**config.mk**
```make
export PLATFORM = sky130hd
export DESIGN_NAME = game_controller
export DESIGN_NICKNAME = d
export VERILOG_FILES = /design/src/rtl/flappy_pkg.sv /design/src/rtl/bcd_counter.sv /design/src/rtl/game_controller.sv
export SDC_FILE = /design/constraint.sdc
export NUM_CORES = 1
export LEC_CHECK = 0
export ABC_AREA = 1
export CORE_ASPECT_RATIO = 0.8
export CORE_MARGIN = 2
export CORE_UTILIZATION = 35
export CTS_BUF_LIST = sky130_fd_sc_hd__clkbuf_2 sky130_fd_sc_hd__clkbuf_4 sky130_fd_sc_hd__clkbuf_8
export CTS_CLUSTER_DIAMETER = 80
export DETAILED_ROUTE_END_ITERATION = 12
export GPL_TIMING_DRIVEN = 0
export PLACE_DENSITY_LB_ADDON = 0.08
export RECOVER_POWER = 100
export REMOVE_ABC_BUFFERS = 1
export SLEW_MARGIN = 15
export SYNTH_ARGS = -nofsm -noshare
export SYNTH_HDL_FRONTEND = slang
export SYNTH_HIERARCHICAL = 1
export SYNTH_SLANG_ARGS = --single-unit
```
**constraint.sdc**
```tcl
create_clock -name clk -period 2.5 [get_ports clk]
set_input_delay 0.375 -clock clk [delete_from_list [all_inputs] [get_ports clk]]
set_output_delay 0.375 -clock clk [all_outputs]
set_load 0.02 [all_outputs]
```
**src/rtl/flappy_pkg.sv**
```systemverilog
// Shared types and raster defaults for the Flappy Bird design.
package flappy_pkg;

  typedef enum logic [1:0] {
    IDLE    = 2'd0,
    PLAYING = 2'd1,
    DYING   = 2'd2,
    OVER    = 2'd3
  } game_state_t;

  localparam int DEFAULT_VISIBLE_W = 640;
  localparam int DEFAULT_VISIBLE_H = 480;
  localparam int DEFAULT_GROUND_Y  = 464;

endpackage

```
**src/rtl/bcd_counter.sv**
```systemverilog
// Multi-digit saturating BCD incrementer with synchronous clear.
module bcd_counter #(
  parameter int SCORE_DIGITS = 3
) (
  input  logic                      clk,
  input  logic                      reset,
  input  logic                      clear,
  input  logic                      inc,
  output logic [4*SCORE_DIGITS-1:0] count
);

  logic [4*SCORE_DIGITS-1:0] count_n;
  logic                      carry;
  logic                      all_nines;

  // Ripple the carry up from digit 0; at all-9s the increment is dropped.
  always_comb begin
    all_nines = 1'b1;
    for (int i = 0; i < SCORE_DIGITS; i++) begin
      if (count[4*i +: 4] != 4'd9) all_nines = 1'b0;
    end
    count_n = count;
    carry   = inc & ~all_nines;
    for (int i = 0; i < SCORE_DIGITS; i++) begin
      if (carry) begin
        if (count[4*i +: 4] == 4'd9) begin
          count_n[4*i +: 4] = 4'd0;
        end else begin
          count_n[4*i +: 4] = count[4*i +: 4] + 4'd1;
          carry = 1'b0;
        end
      end
    end
  end

  always_ff @(posedge clk or posedge reset) begin
    if (reset) begin
      count <= '0;
    end else if (clear) begin
      count <= '0;
    end else begin
      count <= count_n;
    end
  end

endmodule

```
**src/rtl/game_controller.sv**
```systemverilog
// Game sequencer: IDLE/PLAYING/DYING/OVER FSM, frame tick, hit latch and score.
// Optional high-score register enabled by GAME_CONTROLLER_HIGH_SCORE_EN.
module game_controller
  import flappy_pkg::*;
#(
  parameter int SCORE_DIGITS = 3,
  parameter int DEATH_FRAMES = 60,
  parameter int VISIBLE_W    = DEFAULT_VISIBLE_W,
  parameter int VISIBLE_H    = DEFAULT_VISIBLE_H,
  parameter int GROUND_Y     = DEFAULT_GROUND_Y
) (
  input  logic                      clk,
  input  logic                      reset,
  input  logic                      flap_btn,
  input  logic [9:0]                hCount,
  input  logic [9:0]                vCount,
  input  logic                      pipe_pixel,
  input  logic                      bird_pixel,
  input  logic                      pipe_passed,
  input  logic [9:0]                bird_y,
  output logic                      pipes_enable,
  output logic                      pipes_reset,
  output logic                      bird_enable,
  output logic                      flap_pulse,
  output logic [4*SCORE_DIGITS-1:0] score_bcd,
  output logic [1:0]                game_state,
  output logic                      game_over
`ifdef GAME_CONTROLLER_HIGH_SCORE_EN
  ,
  output logic [4*SCORE_DIGITS-1:0] high_score_bcd
`endif
);

  localparam int DW = $clog2(DEATH_FRAMES + 1);

  game_state_t   state_q, state_n;
  logic          flap_q, origin_q, hit_q;
  logic [DW-1:0] death_cnt;
  logic          flap_edge, at_origin, frame_tick, hit_set, start, score_inc;

  assign flap_edge  = flap_btn & ~flap_q;
  assign at_origin  = (hCount == 10'd0) && (vCount == 10'd0);
  assign frame_tick = at_origin & ~origin_q;
  assign hit_set    = (pipe_pixel & bird_pixel & (int'(hCount) < VISIBLE_W) &
                       (int'(vCount) < VISIBLE_H)) | (int'(bird_y) >= GROUND_Y);
  assign start      = (state_q == IDLE) && flap_edge;
  assign score_inc  = (state_q == PLAYING) && pipe_passed;
  assign game_state = state_q;

  always_comb begin
    state_n = state_q;
    unique case (state_q)
      IDLE:    if (flap_edge) state_n = PLAYING;
      PLAYING: if (frame_tick && hit_q) state_n = DYING;
      DYING:   if (frame_tick && (death_cnt <= DW'(1))) state_n = OVER;
      OVER:    if (flap_edge) state_n = IDLE;
      default: state_n = IDLE;
    endcase
  end

  // Outputs are decoded from the next state so they are registered alongside it.
  always_ff @(posedge clk or posedge reset) begin
    if (reset) begin
      state_q      <= IDLE;
      flap_q       <= 1'b0;
      origin_q     <= 1'b0;
      hit_q        <= 1'b0;
      death_cnt    <= '0;
      pipes_reset  <= 1'b1;
      pipes_enable <= 1'b0;
      bird_enable  <= 1'b0;
      flap_pulse   <= 1'b0;
      game_over    <= 1'b0;
    end else begin
      state_q  <= state_n;
      flap_q   <= flap_btn;
      origin_q <= at_origin;
      // A hit arriving on the tick itself survives to the following tick.
      if (start) hit_q <= 1'b0;
      else if (frame_tick) hit_q <= hit_set;
      else if (hit_set) hit_q <= 1'b1;
      if (state_q == PLAYING && state_n == DYING) begin
        death_cnt <= DW'(DEATH_FRAMES);
      end else if (state_q == DYING && frame_tick && death_cnt != '0) begin
        death_cnt <= death_cnt - DW'(1);
      end
      flap_pulse   <= flap_edge && (state_q == IDLE || state_q == PLAYING);
      pipes_reset  <= (state_n == IDLE);
      pipes_enable <= (state_n == PLAYING);
      bird_enable  <= (state_n == PLAYING) || (state_n == DYING);
      game_over    <= (state_n == OVER);
    end
  end

  bcd_counter #(.SCORE_DIGITS(SCORE_DIGITS)) u_score (
    .clk   (clk),
    .reset (reset),
    .clear (start),
    .inc   (score_inc),
    .count (score_bcd)
  );

`ifdef GAME_CONTROLLER_HIGH_SCORE_EN
  logic score_higher, decided;

  // Most significant differing digit decides the comparison.
  always_comb begin
    score_higher = 1'b0;
    decided      = 1'b0;
    for (int i = SCORE_DIGITS - 1; i >= 0; i--) begin
      if (!decided && score_bcd[4*i +: 4] != high_score_bcd[4*i +: 4]) begin
        score_higher = score_bcd[4*i +: 4] > high_score_bcd[4*i +: 4];
        decided      = 1'b1;
      end
    end
  end

  always_ff @(posedge clk or posedge reset) begin
    if (reset) begin
      high_score_bcd <= '0;
    end else if (state_q == DYING && state_n == OVER && score_higher) begin
      high_score_bcd <= score_bcd;
    end
  end
`endif

endmodule

```
==> flow_summary_export.csv <==
group,metric,value,unit
worst_setup_path,regToRegStartpoint,"death_cnt[0]",
min_path,worstHoldStart,"death_cnt[0]",
global_route,track_usage,14.5,%
synth,synth_seq_cells,28,
clocking,clockBufferDepth,2,
synth,synth.largest_area_cell,"dfrtp_1",
timing,timing.slew.headroom,58.1,%
floorplanning,fp.coreArea,4980,um^2
timing,timing.hold.ws,542,ps
synth,syn_avg_cell_area,7.90,um^2
clocking,postCtsSetupBuffers,0,
global_route,grt_pass1_wl,6710,um
routing,vias_per_cell,4.74,
synth,synth.area.top_cells,"dfrtp_1 38%, nand3_1 9.8%, nand2_1 9.6%",
placement,routabilityCongestion,0.754,
placement,port_buffers,50,
clocking,clk_latency,270,ps
cells_and_area,drive_gt1_share,8.60,%
synth,synthArstFlopShare,100,%
global_route,grtUsageMet2,21.9,%
timing,setup_viol,0,
timing,rsz0062_at_grt,"no",
routing,drt-pass1-iter-count,5,
clocking,clkSlewWorstSetupHoldPaths,90,ps
timing,finalCriticalPeriod,2220,ps
worst_setup_path,critPathCaptureType,"flop",
synth,synth_ff_type,"dfrtp_1",
worst_setup_path,start_kind,"input port",
global_route,grt_use_met3,3.62,%
worst_setup_path,critPathMaxFanout,11,
min_path,hp-class,"reg -> reg",
routing,drt-initial-drc-count,73,
timing,fmax,0.451,GHz
global_route,grt_pass1_vias,1511,
synth,synthMostInstantiatedCell,"nand2_1",
power,leakage,0.00121,uW
cells_and_area,fillers,489,
min_path,holdPathStages,2,
worst_setup_path,path_class,"in -> reg",
worst_setup_path,critPathArrivalTime,2390,ps
power,power.density,672,nW/um^2
clocking,clockRootBuffer,"clkbuf_8",
cells_and_area,final-seq-area,702,um^2
run,cap_violations,0,
floorplanning,dieArea,5710,um^2
placement,dp_slack,-113,ps
routing,vias,1615,
placement,dp_hpwl,2970,um
routing,wire_per_inst,11.1,um
global_route,grt-ovfl-total,0,
power,power.total,1610,uW
timing,hold_viol_final,0,
clocking,cts_max_level,1,
cells_and_area,multiInputGateArea,955,um^2
power,ir_worst_vdd,423,uV
worst_setup_path,worst-r2r-setup-slack,480,ps
clocking,cts_tree,"done",
cells_and_area,area_delta_synth_final,33.4,%
floorplanning,die-height,68.0,um
timing,maxSlewViolCount,0,
routing,drtAntennaViolNets,0,
synth,yosysUniqueCellTypes,31,
synth,yosysTopAreaCellShare,37.7,%
worst_setup_path,r2r_cells,12,
cells_and_area,final_nets,328,
global_route,antenna_found_initial,0,
synth,synth_edf_count,0,
min_path,holdPathEnd,"death_cnt[0]",
global_route,grt.met1_usage,21.3,%
floorplanning,ios,55,
worst_setup_path,r2r_end,"death_cnt[3]",
global_route,grt_start_max_net_pins,17,
routing,drc,0,
timing,fin_crit_sh,88.8,%
worst_setup_path,required,2670,ps
synth,ys.warnings.count,6,
global_route,grt.busiest_layer,"met2",
synth,synth_common_cells,"46 x nand2_1, 35 x nand3_1, 29 x nor2_1, 27 x dfrtp_1, 25 x inv_1",
clocking,clkSinkCount,28,
timing,fin_ws,281,ps
cells_and_area,fin_util,48.1,%
synth,synth_cells,227,
routing,drt_wl_total,3790,um
timing,skew,3.01,ps
cells_and_area,n_antenna_cell,0,
floorplanning,initial_utilization,36.0,%
floorplanning,num_rows,23,
floorplanning,die_w,84.0,um
clocking,numCtsBuffers,3,
clocking,hold_buffers,0,
outcome,status,"finished clean",
timing,tightestPinTransition,628,ps
clocking,cts_resized,0,
synth,syn_area,1790,um^2
synth,ys_seq_area_share,39.1,%
[report_power, final]
part | internal, uW | switching (uW) | total, uW | leakage (uW)
clock network | 125 | 133 | 258 | 0.0000262
registers | 549 | 133 | 683 | 0.000354
logic | 322 | 346 | 668 | 0.000830
[worst max-delay path by stage]
stage,cells past startpoint,endpoint,startpoint
6_report,13,death_cnt[3],flap_btn
5_1_grt,15,death_cnt[4],vCount[7]
4_1_cts,13,death_cnt[3],flap_btn
3_5_place_dp,13,death_cnt[3],flap_btn
3_3_place_gp,13,death_cnt[3],flap_btn
2_1_floorplan,11,death_cnt[3],hCount[7]
[cell families (layout without fill, tap and decap cells)]
group / count (synthesis) / after routing / share of synthesized area, %
and+or+nand+nor: 145 / 145 / 41.8
buffers and inverters: 31 / 83 / 6.63
DFF: 28 / 28 / 39.1
adders and majority gates: 12 / 12 / 8.37
AOI/OAI and AO/OA: 8 / 8 / 2.58
xor gates and xnor gates: 3 / 3 / 1.47
[worst max-delay path, stage by stage]
cell and delay (ps):
clkdlybuf4s50_1 480, inv_1 40, nor2_1 70, inv_1 70
nor2_1 190, nand2_1 100, inv_1 220, nor2_1 120
ha_1 220, nand2_2 190, nand2_1 160, nand2_1 90
nand2_1 40
[cell usage in the layout (no fill, tap or decap), types with 2 or more instances in the layout]
cell type / synthesis / routed
inv_1: 25 / 27
nand3_2: 2 / 2
inv_2: 4 / 2
nand2_2: 5 / 4
clkbuf_8: 0 / 3
ha_1: 12 / 12
nand2_1: 46 / 49
o21ai_0: 3 / 4
nor3_1: 2 / 2
xnor2_1: 3 / 3
clkdlybuf4s50_1: 0 / 30
dfrtp_1: 27 / 27
nand4_1: 8 / 8
dlygate4sd3_1: 0 / 20
nor2_2: 4 / 4
nor2_4: 2 / 2
nor2_1: 29 / 29
nand4_2: 2 / 2
nand3_1: 35 / 35
[metrics by stage]
stage / area [um^2] / cells / TNS [ps]
finish: 2390 / 341 / 0
global placement: 2360 / 337 / -436
global route: 2390 / 341 / 0
floorplan: 1780 / 225 / 0
CTS: 2410 / 341 / 0
detailed placement: 2360 / 337 / -446
[cell type report]
class / count / area share (%)
inverters: 29 / 4.55
clock buffers: 4 / 2.04
repair buffers: 50 / 20.9
well taps: 62 / 3.24
flip-flops and latches: 28 / 29.3
multi-input cells: 168 / 39.9
[layer usage]
metal | routed length, um | share of wire, % | up-vias
li1 | - | - | 850
met1 | 2000 | 53 | 717
met2 | 1540 | 41 | 46
met3 | 234 | 6.2 | 2
met4 | 22 | 0.58 | 0
met5 | 0 | 0 | -
[sequential cells by signal (all words and copies together) (netlist names)]
register       cells
flap_q             1
pipes_enable       1
origin_q           1
game_state         2
u_score/count     12
hit_q              1
death_cnt          6
game_over          1
pipes_reset        1
flap_pulse         1
bird_enable        1
Note: power is estimated with default switching activity, not from simulation.
